## src/rtl/audio_mode_ctrl_if.sv

```systemverilog
// Key, core-handshake and display signals of the audio recorder/player mode sequencer.
interface audio_mode_ctrl_if;
    logic       i_key_start;
    logic       i_key_pause;
    logic       i_key_stop;
    logic       i_sel_play;
    logic       i_done;
    logic [2:0] o_mode;
    logic       o_rec_en;
    logic       o_play_en;
    logic       o_clr;
    logic [5:0] o_sec;
    logic [5:0] o_rec_len;

    modport master (
        output i_key_start, i_key_pause, i_key_stop, i_sel_play, i_done,
        input  o_mode, o_rec_en, o_play_en, o_clr, o_sec, o_rec_len
    );

    modport slave (
        input  i_key_start, i_key_pause, i_key_stop, i_sel_play, i_done,
        output o_mode, o_rec_en, o_play_en, o_clr, o_sec, o_rec_len
    );
endinterface

```

## src/rtl/audio_mode_ctrl.sv

```systemverilog
// Mode sequencer: key pulses -> one-hot mode, core enables, address clear and seconds count.
// Optional macro LOOP_PLAY_EN: i_done in PLAY restarts playback instead of returning to idle.
module audio_mode_ctrl #(
    parameter int unsigned CLK_FREQ = 12000000,
    parameter int unsigned MAX_SEC  = 32
) (
    input logic              i_clk,
    input logic              i_rst_n,
    audio_mode_ctrl_if.slave ctrl_io
);
    localparam int unsigned TickW   = (CLK_FREQ > 1) ? $clog2(CLK_FREQ) : 1;
    localparam logic [TickW-1:0] TickMax = TickW'(CLK_FREQ - 1);
    localparam logic [5:0]       MaxSec  = 6'(MAX_SEC);

    typedef enum logic [2:0] {StIdle, StRec, StPlay, StPauseRec, StPausePlay} state_e;

    state_e           state_q, state_d;
    logic [2:0]       mode_q, mode_d;
    logic             rec_en_q, rec_en_d;
    logic             play_en_q, play_en_d;
    logic             clr_q, clr_d;
    logic [5:0]       sec_q, sec_d;
    logic [5:0]       rec_len_q, rec_len_d;
    logic [TickW-1:0] tick_q, tick_d;
    logic             restart, advance;

    always_comb begin
        state_d   = state_q;
        rec_len_d = rec_len_q;
        sec_d     = sec_q;
        tick_d    = tick_q;
        clr_d     = 1'b0;
        restart   = 1'b0;
        advance   = 1'b0;

        // Priority inside each state: stop > done > pause > start.
        unique case (state_q)
            StIdle: begin
                if (ctrl_io.i_key_start) begin
                    if (!ctrl_io.i_sel_play) begin
                        state_d = StRec;
                        restart = 1'b1;
                    end else if (rec_len_q != '0) begin
                        state_d = StPlay;
                        restart = 1'b1;
                    end
                end
            end
            StRec: begin
                if (ctrl_io.i_key_stop || ctrl_io.i_done || (sec_q == MaxSec)) begin
                    state_d   = StIdle;
                    rec_len_d = sec_q;
                end else if (ctrl_io.i_key_pause) begin
                    state_d = StPauseRec;
                end else begin
                    advance = 1'b1;
                end
            end
            StPlay: begin
                if (ctrl_io.i_key_stop) begin
                    state_d = StIdle;
                end else if (ctrl_io.i_done) begin
`ifdef LOOP_PLAY_EN
                    restart = 1'b1;
`else
                    state_d = StIdle;
`endif
                end else if (ctrl_io.i_key_pause) begin
                    state_d = StPausePlay;
                end else begin
                    advance = 1'b1;
                end
            end
            StPauseRec: begin
                if (ctrl_io.i_key_stop) begin
                    state_d   = StIdle;
                    rec_len_d = sec_q;
                end else if (ctrl_io.i_key_start) begin
                    state_d = StRec;
                end
            end
            StPausePlay: begin
                if (ctrl_io.i_key_stop) begin
                    state_d = StIdle;
                end else if (ctrl_io.i_key_start) begin
                    state_d = StPlay;
                end
            end
            default: state_d = StIdle;
        endcase

        // Time only accrues on cycles that stay running, so a latched length matches o_sec.
        if (restart) begin
            clr_d  = 1'b1;
            sec_d  = '0;
            tick_d = '0;
        end else if (advance) begin
            if (tick_q == TickMax) begin
                tick_d = '0;
                if (sec_q != MaxSec) begin
                    sec_d = sec_q + 6'd1;
                end
            end else begin
                tick_d = tick_q + 1'b1;
            end
        end
    end

    always_comb begin
        mode_d    = 3'b000;
        rec_en_d  = 1'b0;
        play_en_d = 1'b0;
        unique case (state_d)
            StRec: begin
                mode_d   = 3'b001;
                rec_en_d = 1'b1;
            end
            StPlay: begin
                mode_d    = 3'b010;
                play_en_d = 1'b1;
            end
            StPauseRec, StPausePlay: mode_d = 3'b100;
            default: mode_d = 3'b000;
        endcase
    end

    always_ff @(posedge i_clk) begin
        if (!i_rst_n) begin
            state_q   <= StIdle;
            mode_q    <= 3'b000;
            rec_en_q  <= 1'b0;
            play_en_q <= 1'b0;
            clr_q     <= 1'b0;
            sec_q     <= '0;
            rec_len_q <= '0;
            tick_q    <= '0;
        end else begin
            state_q   <= state_d;
            mode_q    <= mode_d;
            rec_en_q  <= rec_en_d;
            play_en_q <= play_en_d;
            clr_q     <= clr_d;
            sec_q     <= sec_d;
            rec_len_q <= rec_len_d;
            tick_q    <= tick_d;
        end
    end

    assign ctrl_io.o_mode    = mode_q;
    assign ctrl_io.o_rec_en  = rec_en_q;
    assign ctrl_io.o_play_en = play_en_q;
    assign ctrl_io.o_clr     = clr_q;
    assign ctrl_io.o_sec     = sec_q;
    assign ctrl_io.o_rec_len = rec_len_q;
endmodule

```

## src/flat_wrapper.sv

```systemverilog
// flat-port wrapper written by rule: the top's interface ports become plain ports
module audio_mode_ctrl_flat 
#(
    parameter int unsigned CLK_FREQ = 12000000,
    parameter int unsigned MAX_SEC  = 32
)
  (i_clk, i_rst_n, ctrl_io_i_key_start, ctrl_io_i_key_pause, ctrl_io_i_key_stop, ctrl_io_i_sel_play, ctrl_io_i_done, ctrl_io_o_mode, ctrl_io_o_rec_en, ctrl_io_o_play_en, ctrl_io_o_clr, ctrl_io_o_sec, ctrl_io_o_rec_len);
  audio_mode_ctrl_if ctrl_io_i ();
  input logic i_clk;
  input logic i_rst_n;
  input wire logic [$bits(ctrl_io_i.i_key_start)-1:0] ctrl_io_i_key_start;
  input wire logic [$bits(ctrl_io_i.i_key_pause)-1:0] ctrl_io_i_key_pause;
  input wire logic [$bits(ctrl_io_i.i_key_stop)-1:0] ctrl_io_i_key_stop;
  input wire logic [$bits(ctrl_io_i.i_sel_play)-1:0] ctrl_io_i_sel_play;
  input wire logic [$bits(ctrl_io_i.i_done)-1:0] ctrl_io_i_done;
  output wire logic [$bits(ctrl_io_i.o_mode)-1:0] ctrl_io_o_mode;
  output wire logic [$bits(ctrl_io_i.o_rec_en)-1:0] ctrl_io_o_rec_en;
  output wire logic [$bits(ctrl_io_i.o_play_en)-1:0] ctrl_io_o_play_en;
  output wire logic [$bits(ctrl_io_i.o_clr)-1:0] ctrl_io_o_clr;
  output wire logic [$bits(ctrl_io_i.o_sec)-1:0] ctrl_io_o_sec;
  output wire logic [$bits(ctrl_io_i.o_rec_len)-1:0] ctrl_io_o_rec_len;
  assign ctrl_io_i.i_key_start = ctrl_io_i_key_start;
  assign ctrl_io_i.i_key_pause = ctrl_io_i_key_pause;
  assign ctrl_io_i.i_key_stop = ctrl_io_i_key_stop;
  assign ctrl_io_i.i_sel_play = ctrl_io_i_sel_play;
  assign ctrl_io_i.i_done = ctrl_io_i_done;
  assign ctrl_io_o_mode = ctrl_io_i.o_mode;
  assign ctrl_io_o_rec_en = ctrl_io_i.o_rec_en;
  assign ctrl_io_o_play_en = ctrl_io_i.o_play_en;
  assign ctrl_io_o_clr = ctrl_io_i.o_clr;
  assign ctrl_io_o_sec = ctrl_io_i.o_sec;
  assign ctrl_io_o_rec_len = ctrl_io_i.o_rec_len;
  audio_mode_ctrl #(.CLK_FREQ(CLK_FREQ), .MAX_SEC(MAX_SEC)) u_core (.i_clk(i_clk), .i_rst_n(i_rst_n), .ctrl_io(ctrl_io_i));
endmodule
```

## config.mk

```make
export PLATFORM = sky130hd
export DESIGN_NAME = audio_mode_ctrl_flat
export DESIGN_NICKNAME = d
export VERILOG_FILES = /design/src/rtl/audio_mode_ctrl_if.sv /design/src/rtl/audio_mode_ctrl.sv /design/src/flat_wrapper.sv
export SDC_FILE = /design/constraint.sdc
export NUM_CORES = 1
export LEC_CHECK = 0
export ABC_CLOCK_PERIOD_IN_PS = 3900
export BUFFER_PORTS_ARGS = -buffer_cell sky130_fd_sc_hd__buf_2
export CAP_MARGIN = 25
export CORE_MARGIN = 2
export CORE_UTILIZATION = 50
export CTS_BUF_LIST = sky130_fd_sc_hd__clkbuf_16
export DETAILED_ROUTE_END_ITERATION = 10
export PLACE_DENSITY = 0.7
export SETUP_SLACK_MARGIN = 0.15
export SLEW_MARGIN = 20
export SYNTH_ARGS = -nofsm -noshare
export SYNTH_HDL_FRONTEND = slang
export SYNTH_SLANG_ARGS = --single-unit
```

## constraint.sdc

```tcl
create_clock -name i_clk -period 3.9 [get_ports i_clk]
set_input_delay 0.195 -clock i_clk [delete_from_list [all_inputs] [get_ports i_clk]]
set_output_delay 0.195 -clock i_clk [all_outputs]
set_load 0.005 [all_outputs]
```

Word level (Yosys, flattened, before mapping) --
Cells that the tools add are included.
Operators by class: add/sub/neg operators 2, multipliers 0, div/mod/pow operators 0, magnitude comparators 0, equal/unequal tests 13, shifts and indexed selects 0, multiplexer cells 30, bitwise gates (word level) 1, reductions and logical operators 9
Operators by type and width (number):
- $mux 3 | 12
- $add 24x1->24 const B | 1
- $eq 24x24->1 const B | 1
- $mux 24 | 1
- $pmux 3 s5 | 1
- $eq 3x2->1 const B | 4
- $mux 6 | 2
- $pmux 6 s2 | 1
- $mux 1 | 11
- $pmux 3 s3 | 1
- $add 6x1->6 const B | 1
- $eq 3x1->1 const B | 2
- $eq 3x3->1 const B | 2
- $eq 6x6->1 const B | 1
- $ne 6x6->1 const B | 1
- $reduce_and 3->1 | 2
- $reduce_bool 6->1 | 1
- $reduce_or 2->1 | 2
- $logic_not 3->1 | 1
- $logic_or 1x1->1 | 2
- $ne 2x1->1 const B | 1
- $ne 2x2->1 const B | 1
- $pmux 1 s2 | 1
- $reduce_bool 2->1 | 1
- $not 1->1 | 1
Word-level totals: bits in registers 45, bits in latches 0, bits in writable memories 0, memory bits (read-only) 0, output and inout port bits 18, memories 0

Longest topological paths before layout --
Gate-level depths: netlist of the first run.
depth after elaboration 8, mapped depth 8

Worst setup path after synthesis of the first run --
OpenSTA, ideal clock, no wires.
kind register to register, start register u_core.sec_q[0] (netlist: u_core.ctrl_io.o_sec[0]), end register u_core.sec_q[3] (netlist: u_core.ctrl_io.o_sec[3]), library setup time 0.070 ns, data arrival time 1.775 ns, data required time 3.830 ns, slack 2.055 ns, stages on the path, launching flop included 8, path buffers 0, cell sequence dfxtp_1 inv_1 ha_1 nand4bb_1 o211ai_2 a21o_1 or4_1 a21oi_1
On the way: word-level cells in the longest chain between the ends 5, elaborated cells on any way between the ends 7
Ends and longest elaborated chain:
- start, declared | line audio_mode_ctrl.sv:22 | logic [5:0] sec_q, sec_d;
- start signal, assigned | line audio_mode_ctrl.sv:134 | sec_q <= '0;
- start signal, assigned | line audio_mode_ctrl.sv:143 | sec_q <= sec_d;
- $eq 6x6->1 | line audio_mode_ctrl.sv:50 | if (ctrl_io.i_key_stop || ctrl_io.i_done || (sec_q == MaxSec)) begin
- $logic_or 1x1->1 | line audio_mode_ctrl.sv:50
- $mux 1 | line audio_mode_ctrl.sv:50
- $pmux 1 s2 | line audio_mode_ctrl.sv:37 | unique case (state_q)
- $reduce_and 3->1 (no source line)
Several ways; a longest one is shown, not always the timed one. A chain may end at the register's enable or synchronous reset.

Worst setup path after layout of the first run --
start register u_core.sec_q[0] (netlist: u_core.ctrl_io.o_sec[0]), end register u_core.tick_q[23]
On the way: word-level cells in the longest chain between the ends 4
Ends and longest elaborated chain:
- $eq 6x6->1 | line audio_mode_ctrl.sv:50
- $logic_or 1x1->1 | line audio_mode_ctrl.sv:50
- $mux 1 | line audio_mode_ctrl.sv:50
- $pmux 1 s2 | line audio_mode_ctrl.sv:37
- end signal, assigned | line audio_mode_ctrl.sv:145 | tick_q <= tick_d;
- end, declared | line audio_mode_ctrl.sv:24 | logic [TickW-1:0] tick_q, tick_d;
Every way passes these cells.

==> flow_results.xml, run 1 <==
<?xml version="1.0" encoding="UTF-8"?>
<metrics>
  <group name="grt">
    <metric name="groute.usage.overall" unit="%">19.11</metric>
    <metric name="first_global_vias" unit="">1660</metric>
    <metric name="grt.overflow.total" unit="">0</metric>
    <metric name="grt_start_max_net_pins" unit="">24</metric>
    <metric name="grt_pass1_wl" unit="microns">7810</metric>
    <metric name="antenna_found_initial" unit="">0</metric>
  </group>
  <group name="sta">
    <metric name="final.setup.tns" unit="ns">0</metric>
    <metric name="drv_slew" unit="">0</metric>
    <metric name="max-slew-margin-rel" unit="%">39.10</metric>
    <metric name="finalClockSkew" unit="ns">0.005345</metric>
    <metric name="setup_slack" unit="ns">1.505</metric>
    <metric name="final_worst_hold_slack" unit="ns">0.2070</metric>
    <metric name="layout_worst_path_cycle_share" unit="%">61.42</metric>
    <metric name="max_freq" unit="MHz">417.5</metric>
    <metric name="timing.final.hold_violations" unit="">0</metric>
    <metric name="final_period_minus_worst_setup_slack" unit="ns">2.395</metric>
    <metric name="final-setup-viol-count" unit="">0</metric>
    <metric name="grt_setup_unrepaired" unit="">false</metric>
    <metric name="timing_worst_slew_pin_value" unit="ns">0.9134</metric>
  </group>
  <group name="logic_synthesis">
    <metric name="synth-compound-area-share" unit="%">17.87</metric>
    <metric name="largest_family_of_logic_cells_by_synthesized_area" unit="">simple AND/OR/NAND/NOR gates</metric>
    <metric name="synth-seq-area-share" unit="%">38.37</metric>
    <metric name="synth_mux_area_share" unit="%">3.052</metric>
    <metric name="yosys.area_share.xor_xnor" unit="%">8.011</metric>
    <metric name="mappedNetlistArea" unit="sq um">2296</metric>
    <metric name="synth_area_per_cell" unit="sq um">8.969</metric>
    <metric name="synth.ff_latch_count" unit="">44</metric>
    <metric name="yosysUniqueCellTypes" unit="">50</metric>
    <metric name="number_of_enable_flip_flop_cells_after_synthesis" unit="">0</metric>
    <metric name="synth-adder-area-share" unit="%">1.635</metric>
    <metric name="syn-instance-count" unit="">256</metric>
    <metric name="mappedNetlistNets" unit="">266</metric>
    <metric name="synth_simple_gate_area_share" unit="%">26.21</metric>
    <metric name="most_used_flip_flop_cell_after_synthesis" unit="">dfxtp_1</metric>
    <metric name="async_flop_share" unit="%">0</metric>
    <metric name="yosysWarnings" unit="">0</metric>
  </group>
  <group name="clock_tree">
    <metric name="number_of_cts_inserted_buffers" unit="">5</metric>
    <metric name="ctsLongestPathBuffers" unit="">2</metric>
    <metric name="post_cts_hold_buffer_count" unit="">0</metric>
    <metric name="numClockSinks" unit="">44</metric>
    <metric name="cts_setup_buffers" unit="">0</metric>
    <metric name="clock_tree.root_cell" unit="">clkbuf_16</metric>
    <metric name="cts_h_tree_lvls" unit="">2</metric>
    <metric name="clock_latency" unit="ns">0.28</metric>
    <metric name="clk_pin_slew_worst_paths" unit="ns">0.06</metric>
    <metric name="cts_tree" unit="">done</metric>
    <metric name="cts-resized-gates" unit="">0</metric>
  </group>
  <group name="layout">
    <metric name="fill_cells" unit="">383</metric>
    <metric name="commonest_cells_after_routing_fill_and_taps_aside" unit="">dfxtp_1 (44), nor2_1 (39), buf_2 (24), xnor2_1 (20), nand3_1 (14)</metric>
    <metric name="n_antenna_cell" unit="">0</metric>
    <metric name="flow.area_growth_from_synthesis" unit="%">11.61</metric>
    <metric name="instances_no_fill" unit="">328</metric>
    <metric name="multi_input_gate_area_in_the_final_layout" unit="sq um">1304</metric>
    <metric name="final_common_cell" unit="">dfxtp_1</metric>
    <metric name="cell_area_after_layout" unit="sq um">2562</metric>
    <metric name="drive_gt1_share" unit="%">16.30</metric>
    <metric name="final_nets" unit="">288</metric>
    <metric name="ff_latch_area" unit="sq um">880.8</metric>
  </group>
  <group name="placement">
    <metric name="pre_cts_ws" unit="ns">1.182</metric>
    <metric name="placed_area" unit="sq um">2426</metric>
    <metric name="numPortBuffers" unit="">24</metric>
    <metric name="detailed_place_hpwl" unit="microns">3255</metric>
    <metric name="gp_routability_congestion" unit="">0.8530</metric>
    <metric name="cell_total_after_placement" unit="">322</metric>
  </group>
  <group name="power_and_ir_drop">
    <metric name="power_report.internal_total" unit="mW">0.6885</metric>
    <metric name="combPwrFrac" unit="%">3.9</metric>
    <metric name="pwr-share-seq" unit="%">53.0</metric>
    <metric name="clock_power_share" unit="%">43.1</metric>
    <metric name="p_leak" unit="nW">0.9076</metric>
    <metric name="power.share.switching" unit="%">19.66</metric>
    <metric name="netSwitchingPower" unit="mW">0.1685</metric>
    <metric name="max-vdd-ir-drop" unit="mV">0.2916</metric>
    <metric name="power_density" unit="nW/um^2">334.4</metric>
  </group>
  <group name="floorplanning">
    <metric name="row_count" unit="">24</metric>
    <metric name="design.die.area" unit="sq um">5150</metric>
    <metric name="chip_width" unit="microns">71.77</metric>
    <metric name="floorplan.initialDensity" unit="%">52.37</metric>
    <metric name="core_area" unit="sq um">4384</metric>
    <metric name="die-height" unit="microns">71.77</metric>
    <metric name="ios" unit="">25</metric>
  </group>
  <group name="detailed_routing">
    <metric name="routed_wire_length_per_instance" unit="microns">14.01</metric>
    <metric name="drt-pass1-iter-count" unit="">4</metric>
    <metric name="route.vias.total" unit="">1919</metric>
    <metric name="drc" unit="">0</metric>
    <metric name="postRouteWirelength" unit="microns">4594</metric>
    <metric name="ant_nets" unit="">0</metric>
    <metric name="drt_iter0_markers" unit="">182</metric>
    <metric name="avgViaCountPerCell" unit="">5.851</metric>
  </group>
  <group name="run">
    <metric name="cap_viol_max_count" unit="">0</metric>
  </group>
  <group name="setup_path">
    <metric name="worstPathArrival" unit="ns">2.52</metric>
    <metric name="critPathLaunchType" unit="">register</metric>
    <metric name="cp_max_fo" unit="">23</metric>
    <metric name="timing.critical_path.required" unit="ns">4.02</metric>
    <metric name="worst-setup-path-type" unit="">reg2reg</metric>
    <metric name="critPathCaptureType" unit="">register</metric>
  </group>
  <group name="min_path">
    <metric name="hold_class" unit="">in2reg</metric>
  </group>
  <group name="outcome">
    <metric name="run_status" unit="">finished clean</metric>
  </group>
</metrics>
## path summary, 6_finish.rpt
path,from,to,slack (ns),depth (start not counted)
worst max-delay path,u_core.ctrl_io.o_sec[0],u_core.tick_q[23],1.50,7
worst min-delay path,i_rst_n,u_core.ctrl_io.o_clr,0.21,2
worst max register to register,u_core.ctrl_io.o_sec[0],u_core.tick_q[23],1.50,7
worst min register to register,u_core.tick_q[2],u_core.tick_q[2],0.51,2
## worst max-delay path, stage by stage, from the launching register on
cell and delay [ns]:
dfxtp_1 0.39, inv_1 0.10, ha_1 0.20, nand4bb_1 0.17, o211ai_2 0.21, a21o_1 0.30, o21ai_2 0.73, nor2_1 0.14
## kinds of logic (layout without fill, tap and decap cells)
logic type,count (synthesis),count (layout)
buffers and inverters,24,44
adder cells (fa/ha/maj),3,3
XOR/XNOR,21,21
AND/OR/NAND/NOR,109,109
multiplexers,7,7
flip-flops,44,44
AO/OA/AOI/OAI,48,48
## final cells by class
class | count | area share, %
flip-flops and latches | 44 | 34.37
inverters | 13 | 1.904
repair buffers | 26 | 5.420
multi-input cells | 188 | 50.88
well taps | 52 | 2.539
clock buffers | 5 | 4.883
## sequential cells by signal, summed over array words and instances, names as in the netlist
register                  cells
u_core.state_q                3
u_core.ctrl_io.o_sec          6
u_core.ctrl_io.o_clr          1
u_core.ctrl_io.o_rec_len      6
u_core.tick_q                24
u_core.ctrl_io.o_rec_en       1
u_core.ctrl_io.o_mode         3
## metrics by stage
step / utilization (%) / total power [mW]
final: 58.45 / 0.8570
after global routing: 58.45 / 0.8862
after CTS: 58.19 / 0.8687
after detailed placement: 55.34 / 0.4965
after global placement: 55.34 / 0.4965
after floorplan: - / 0.4855
## synthesized netlist by cell type (4+ instances only)
library cell,instances,area [sq um]
nor3_1,5,25.02
buf_2,5,25.02
xnor2_1,20,175.2
nand2b_1,4,25.02
nand3_1,14,70.07
nand2_1,11,41.29
mux2i_1,7,70.07
a2111oi_2,7,105.1
inv_1,12,45.04
a211oi_1,9,67.56
nor2_1,39,146.4
and4_1,5,43.79
a21oi_1,9,45.04
a31oi_1,4,25.02
nand4_1,11,68.82
dfxtp_1,44,880.8
## power groups by stage
stage               logic, mW  clock network, mW  registers [mW]
floorplan              0.0223                  0           0.463
detailed placement     0.0331                  0           0.463
finish                 0.0334              0.370           0.454
CTS                    0.0333              0.382           0.454
global placement       0.0331                  0           0.463
global route           0.0374              0.395           0.454
## per-layer routing
metal | global-route usage, % | vias to the layer above | wire length [microns]
met5 | 0 | - | 0
met4 | 6.918 | 0 | 72
li1 | - | 982 | -
met2 | 29.01 | 39 | 2068
met3 | 4.360 | 6 | 200
met1 | 26.60 | 892 | 2254
No activity file was read; power rests on OpenSTA's default activity.
==> run 2, diff against run 1 <==
Settings changed: ABC_CLOCK_PERIOD_IN_PS 3900 to 2500.
Clock period 3.9 ns to 2.5 ns, I/O delays scaled along.
==> flow_results.xml, run 2 (synthesis results as in run 1) <==
<?xml version="1.0" encoding="UTF-8"?>
<metrics>
  <group name="setup_path">
    <metric name="rrSetupSlack" unit="ns">0.44</metric>
    <metric name="critPathCaptureType" unit="">register</metric>
    <metric name="regToRegEndpoint" unit="">u_core.tick_q[11]</metric>
    <metric name="reg2regPathDepth" unit="">8</metric>
    <metric name="worstReg2RegStart" unit="">u_core.ctrl_io.o_sec[0]</metric>
    <metric name="cp_max_fo" unit="">22</metric>
    <metric name="worst-setup-path-type" unit="">reg2reg</metric>
    <metric name="timing.critical_path.required" unit="ns">2.64</metric>
    <metric name="worstPathArrival" unit="ns">2.20</metric>
    <metric name="critPathLaunchType" unit="">register</metric>
  </group>
  <group name="layout">
    <metric name="largest-register" unit="">u_core.tick_q</metric>
    <metric name="flow.area_growth_from_synthesis" unit="%">13.08</metric>
    <metric name="instances_no_fill" unit="">333</metric>
    <metric name="finalCoreUtilization" unit="%">59.22</metric>
    <metric name="final_common_cell" unit="">dfxtp_1</metric>
    <metric name="n_antenna_cell" unit="">0</metric>
    <metric name="drive_gt1_share" unit="%">17.08</metric>
    <metric name="final_nets" unit="">290</metric>
    <metric name="commonest_cells_after_routing_fill_and_taps_aside" unit="">dfxtp_1 (44), nor2_1 (39), buf_2 (24), xnor2_1 (20)</metric>
    <metric name="largest_reg_flops" unit="">24</metric>
  </group>
  <group name="grt">
    <metric name="first_global_vias" unit="">1882</metric>
    <metric name="groute.usage.overall" unit="%">20.92</metric>
    <metric name="grt.busiest_layer" unit="">met2</metric>
    <metric name="grt.overflow.total" unit="">0</metric>
    <metric name="gr-usage-met1" unit="%">29.12</metric>
    <metric name="grt_pass1_wl" unit="microns">8742</metric>
    <metric name="grt_start_max_net_pins" unit="">24</metric>
    <metric name="met2_usage" unit="%">32.72</metric>
    <metric name="antenna_found_initial" unit="">0</metric>
    <metric name="grtUsageMet3" unit="%">3.376</metric>
  </group>
  <group name="sta">
    <metric name="finalClockSkew" unit="ns">0.004229</metric>
    <metric name="timing.final.hold_violations" unit="">0</metric>
    <metric name="final-setup-viol-count" unit="">0</metric>
    <metric name="drv_slew" unit="">0</metric>
    <metric name="layout_worst_path_cycle_share" unit="%">82.32</metric>
    <metric name="max_freq" unit="MHz">485.9</metric>
    <metric name="final.setup.tns" unit="ns">0</metric>
    <metric name="grt_setup_unrepaired" unit="">false</metric>
    <metric name="final_worst_hold_slack" unit="ns">0.1445</metric>
    <metric name="final_period_minus_worst_setup_slack" unit="ns">2.058</metric>
    <metric name="setup_slack" unit="ns">0.4421</metric>
    <metric name="timing_worst_slew_pin_value" unit="ns">0.6924</metric>
    <metric name="max-slew-margin-rel" unit="%">53.74</metric>
  </group>
  <group name="clock_tree">
    <metric name="cts-resized-gates" unit="">0</metric>
    <metric name="cts_tree" unit="">done</metric>
    <metric name="clock_tree.root_cell" unit="">clkbuf_16</metric>
    <metric name="post_cts_hold_buffer_count" unit="">0</metric>
    <metric name="clk_pin_slew_worst_paths" unit="ns">0.06</metric>
    <metric name="number_of_cts_inserted_buffers" unit="">5</metric>
    <metric name="cts_h_tree_lvls" unit="">2</metric>
    <metric name="clock_latency" unit="ns">0.28</metric>
    <metric name="cts_setup_buffers" unit="">0</metric>
    <metric name="numClockSinks" unit="">44</metric>
    <metric name="ctsLongestPathBuffers" unit="">2</metric>
  </group>
  <group name="floorplanning">
    <metric name="chip_width" unit="microns">71.77</metric>
    <metric name="ios" unit="">25</metric>
    <metric name="design.die.area" unit="sq um">5150</metric>
    <metric name="floorplan.initialDensity" unit="%">52.37</metric>
    <metric name="die-height" unit="microns">71.77</metric>
    <metric name="core_area" unit="sq um">4384</metric>
    <metric name="row_count" unit="">24</metric>
  </group>
  <group name="placement">
    <metric name="cell_total_after_placement" unit="">325</metric>
    <metric name="detailed_place_hpwl" unit="microns">3348</metric>
    <metric name="pre_cts_ws" unit="ns">0.2062</metric>
    <metric name="numPortBuffers" unit="">24</metric>
    <metric name="gp_routability_congestion" unit="">0.8461</metric>
  </group>
  <group name="run">
    <metric name="cap_viol_max_count" unit="">0</metric>
  </group>
  <group name="detailed_routing">
    <metric name="avgViaCountPerCell" unit="">5.958</metric>
    <metric name="route.vias.total" unit="">1984</metric>
    <metric name="drc" unit="">0</metric>
    <metric name="drt-pass1-iter-count" unit="">4</metric>
    <metric name="postRouteWirelength" unit="microns">4958</metric>
    <metric name="ant_nets" unit="">0</metric>
    <metric name="drt_iter0_markers" unit="">190</metric>
    <metric name="routed_wire_length_per_instance" unit="microns">14.89</metric>
  </group>
  <group name="min_path">
    <metric name="min_from" unit="">i_rst_n</metric>
    <metric name="timing.hold.worst_path_depth" unit="">2</metric>
    <metric name="hold_class" unit="">in2reg</metric>
    <metric name="holdPathEnd" unit="">u_core.ctrl_io.o_clr</metric>
  </group>
  <group name="power_and_ir_drop">
    <metric name="pwr-share-seq" unit="%">52.1</metric>
    <metric name="power.share.switching" unit="%">20.43</metric>
    <metric name="power_report.internal_total" unit="mW">1.082</metric>
    <metric name="combPwrFrac" unit="%">4.0</metric>
    <metric name="power_density" unit="nW/um^2">523.6</metric>
    <metric name="netSwitchingPower" unit="mW">0.2777</metric>
    <metric name="p_leak" unit="nW">0.9287</metric>
    <metric name="clock_power_share" unit="%">43.9</metric>
    <metric name="max-vdd-ir-drop" unit="mV">0.3428</metric>
  </group>
  <group name="outcome">
    <metric name="run_status" unit="">finished clean</metric>
  </group>
</metrics>
-- run 2: worst max-delay path by stage --
stage / startpoint / end / depth (start not counted)
CTS: u_core.ctrl_io.o_sec[0] / u_core.tick_q[11] / 7
detailed placement: u_core.ctrl_io.o_sec[0] / u_core.tick_q[19] / 7
global placement: u_core.ctrl_io.o_sec[1] / u_core.tick_q[20] / 7
floorplan: u_core.ctrl_io.o_sec[0] / u_core.ctrl_io.o_sec[3] / 7
global route: u_core.ctrl_io.o_sec[0] / u_core.ctrl_io.o_sec[2] / 7
finish: u_core.ctrl_io.o_sec[0] / u_core.tick_q[11] / 8
-- run 2: through the flow --
stage               cell area [sq um]  power (mW)
detailed placement               2449      0.7764
CTS                              2585       1.373
global placement                 2449      0.7757
floorplan                        2296      0.7574
finish                           2596       1.359
global route                     2596       1.398
-- run 2: final cells by class --
class	instances	area, sq um
Clock buffer	5	125.1
Clock inverter	3	11.26
Fill cell	387	1788
Inverter	13	48.80
Multi-Input combinational cell	188	1315
Sequential cell	44	880.8
Tap cell	52	65.06
Timing Repair Buffer	28	150.1
-- run 2: metal layers --
layer	up-vias	part of all wire, %
met5	-	0
met4	0	1.1
met3	6	4.5
met2	54	47
met1	934	47
li1	990	-
-- run 2: power groups by stage --
| stage | registers (mW) | logic, mW | clock network, mW |
|---|---|---|---|
| after floorplan | 0.723 | 0.0349 | 0 |
| final | 0.708 | 0.0543 | 0.597 |
| after CTS | 0.708 | 0.0534 | 0.612 |
| after global placement | 0.723 | 0.0526 | 0 |
| after global routing | 0.708 | 0.0603 | 0.630 |
| after detailed placement | 0.723 | 0.0532 | 0 |
-- run 2: critical path, cell delays in order, from the launching register on --
cell,delay [ns]
dfxtp_1,0.39
inv_1,0.11
ha_1,0.21
nand4bb_1,0.17
o211ai_2,0.10
buf_4,0.24
a2111oi_1,0.49
xnor2_1,0.17
nor2_1,0.06
==> run 3, diff against run 2 <==
Settings changed: ABC_CLOCK_PERIOD_IN_PS 2500 to 1900.
Clock period 2.5 ns to 1.9 ns, I/O delays scaled along.
==> flow_results.xml, run 3 (synthesis results as in run 1) <==
<?xml version="1.0" encoding="UTF-8"?>
<metrics>
  <group name="outcome">
    <metric name="run_status" unit="">finished clean</metric>
  </group>
  <group name="power_and_ir_drop">
    <metric name="max-vdd-ir-drop" unit="mV">0.5267</metric>
    <metric name="p_total" unit="mW">1.825</metric>
    <metric name="p_leak" unit="nW">1.116</metric>
    <metric name="power_density" unit="nW/um^2">597.0</metric>
  </group>
  <group name="detailed_routing">
    <metric name="avgViaCountPerCell" unit="">5.742</metric>
    <metric name="ant_nets" unit="">0</metric>
    <metric name="postRouteWirelength" unit="microns">5597</metric>
    <metric name="drt-pass1-iter-count" unit="">4</metric>
    <metric name="route.vias.total" unit="">2096</metric>
    <metric name="drc" unit="">0</metric>
    <metric name="routed_wire_length_per_instance" unit="microns">15.33</metric>
    <metric name="drt_iter0_markers" unit="">132</metric>
  </group>
  <group name="grt">
    <metric name="grt_pass1_wl" unit="microns">9018</metric>
    <metric name="groute.usage.overall" unit="%">22.04</metric>
    <metric name="antenna_found_initial" unit="">0</metric>
    <metric name="first_global_vias" unit="">1946</metric>
    <metric name="grt.overflow.total" unit="">0</metric>
    <metric name="grt_start_max_net_pins" unit="">24</metric>
  </group>
  <group name="clock_tree">
    <metric name="post_cts_hold_buffer_count" unit="">0</metric>
    <metric name="clk_pin_slew_worst_paths" unit="ns">0.06</metric>
    <metric name="cts_tree" unit="">done</metric>
    <metric name="clock_latency" unit="ns">0.28</metric>
    <metric name="number_of_cts_inserted_buffers" unit="">5</metric>
    <metric name="ctsLongestPathBuffers" unit="">2</metric>
    <metric name="clock_tree.root_cell" unit="">clkbuf_16</metric>
    <metric name="numClockSinks" unit="">44</metric>
    <metric name="cts_h_tree_lvls" unit="">2</metric>
  </group>
  <group name="placement">
    <metric name="cell_total_after_placement" unit="">346</metric>
    <metric name="pre_cts_ws" unit="ns">0.01131</metric>
    <metric name="gp_routability_congestion" unit="">0.8606</metric>
    <metric name="numPortBuffers" unit="">24</metric>
    <metric name="placed_area" unit="sq um">2628</metric>
    <metric name="detailed_place_hpwl" unit="microns">3660</metric>
  </group>
  <group name="sta">
    <metric name="final_period_minus_worst_setup_slack" unit="ns">1.864</metric>
    <metric name="timing_worst_slew_pin_value" unit="ns">0.4077</metric>
    <metric name="max_freq" unit="MHz">536.3</metric>
    <metric name="layout_worst_path_cycle_share" unit="%">98.13</metric>
    <metric name="drv_slew" unit="">0</metric>
    <metric name="grt_setup_unrepaired" unit="">true</metric>
    <metric name="setup_slack" unit="ns">0.03552</metric>
    <metric name="final-setup-viol-count" unit="">0</metric>
    <metric name="finalClockSkew" unit="ns">0.006097</metric>
    <metric name="timing.final.hold_violations" unit="">0</metric>
    <metric name="max-slew-margin-rel" unit="%">72.78</metric>
  </group>
  <group name="floorplanning">
    <metric name="chip_width" unit="microns">71.77</metric>
    <metric name="die-height" unit="microns">71.77</metric>
    <metric name="core_area" unit="sq um">4384</metric>
    <metric name="row_count" unit="">24</metric>
    <metric name="ios" unit="">25</metric>
    <metric name="design.die.area" unit="sq um">5150</metric>
    <metric name="floorplan.initialDensity" unit="%">52.37</metric>
  </group>
  <group name="setup_path">
    <metric name="rrSetupSlack" unit="ns">0.04</metric>
    <metric name="cp-startpoint" unit="">u_core.state_q[1]</metric>
    <metric name="worst-setup-path-type" unit="">reg2reg</metric>
    <metric name="cp_max_fo" unit="">6</metric>
    <metric name="worstPathArrival" unit="ns">2.08</metric>
    <metric name="worstReg2RegStart" unit="">u_core.state_q[1]</metric>
    <metric name="regToRegEndpoint" unit="">u_core.ctrl_io.o_sec[4]</metric>
    <metric name="critPathCaptureType" unit="">register</metric>
    <metric name="timing.critical_path.required" unit="ns">2.11</metric>
    <metric name="reg2regPathDepth" unit="">5</metric>
    <metric name="critPathLaunchType" unit="">register</metric>
  </group>
  <group name="layout">
    <metric name="flow.area_growth_from_synthesis" unit="%">33.13</metric>
    <metric name="instances_no_fill" unit="">365</metric>
    <metric name="cell_area_after_layout" unit="sq um">3057</metric>
    <metric name="drive_gt1_share" unit="%">37.06</metric>
    <metric name="commonest_cells_after_routing_fill_and_taps_aside" unit="">dfxtp_1 (39), buf_4 (34), nor2_1 (31), buf_2 (24), xnor2_1 (20)</metric>
    <metric name="final_nets" unit="">323</metric>
    <metric name="largest_reg_flops" unit="">24</metric>
    <metric name="largest-register" unit="">u_core.tick_q</metric>
    <metric name="final_common_cell" unit="">dfxtp_1</metric>
    <metric name="n_antenna_cell" unit="">0</metric>
  </group>
  <group name="min_path">
    <metric name="holdPathEnd" unit="">u_core.ctrl_io.o_clr</metric>
    <metric name="timing.hold.worst_path_depth" unit="">2</metric>
    <metric name="min_from" unit="">i_rst_n</metric>
    <metric name="hold_class" unit="">in2reg</metric>
  </group>
  <group name="run">
    <metric name="cap_viol_max_count" unit="">0</metric>
  </group>
</metrics>
[run 3: changes by cell type in the layout (fill, tap and decap cells not counted), moves of 3 or more]
cell,delta
nor2_2,+5
inv_1,-3
dfxtp_1,-5
nor2_4,+3
nor2_1,-8
dfxtp_2,+5
buf_4,+30
[run 3: worst max-delay path by stage]
stage / endpoint / depth (start not counted) / slack (ns)
3_5_place_dp: u_core.ctrl_io.o_sec[2] / 6 / 0.01
5_1_grt: u_core.ctrl_io.o_sec[4] / 5 / -0.05
3_3_place_gp: u_core.ctrl_io.o_sec[2] / 6 / 0.02
2_1_floorplan: u_core.ctrl_io.o_sec[3] / 7 / 0.14
4_1_cts: u_core.ctrl_io.o_sec[3] / 7 / 0.09
6_report: u_core.ctrl_io.o_sec[4] / 5 / 0.04
[run 3: layout make-up]
type / count / area (sq um)
clock buffer: 5 / 125.1
clock inverter: 2 / 8.758
fill: 329 / 1328
inverter: 13 / 48.80
multi-input combinational: 188 / 1504
sequential: 44 / 887.1
tap: 52 / 65.06
timing repair buffer: 61 / 417.9
[run 3: through the flow]
| step | utilization [%] | hold WS (ns) | TNS (ns) |
|---|---|---|---|
| floorplan | - | 0.2167 | 0 |
| finish | 69.72 | 0.1360 | 0 |
| global placement | 59.93 | 0.3909 | 0 |
| detailed placement | 59.93 | 0.3901 | 0 |
| CTS | 65.61 | 0.1150 | 0 |
| global route | 69.72 | 0.1637 | -0.1081 |
[run 3: where the power goes]
group | leakage [nW] | switching (mW) | internal, mW
clock network | 0.0709 | 0.326 | 0.472
registers | 0.357 | 0.00212 | 0.927
logic | 0.688 | 0.0606 | 0.0371
total | 1.12 | 0.388 | 1.44
[run 3: worst max-delay path: stages (launching register included)]
cell	delay, ns
dfxtp_1	0.36
nor3b_4	0.32
o211ai_4	0.15
a21o_1	0.28
or4_1	0.55
a21oi_2	0.14
[run 3: per-layer routing]
metal  GRT usage (%)  share of wire (%)
met5               0                  0
met4           8.595                1.7
met3           3.938                3.2
met2           35.08                 48
met1           29.76                 47
[run 3: timing repair]
item | 4_1_cts | 5_1_grt
pin swaps | 2 | 7
resized for setup | 12 | 33
setup endpoints to repair | 30 | 32
setup buffers | 10 | 2
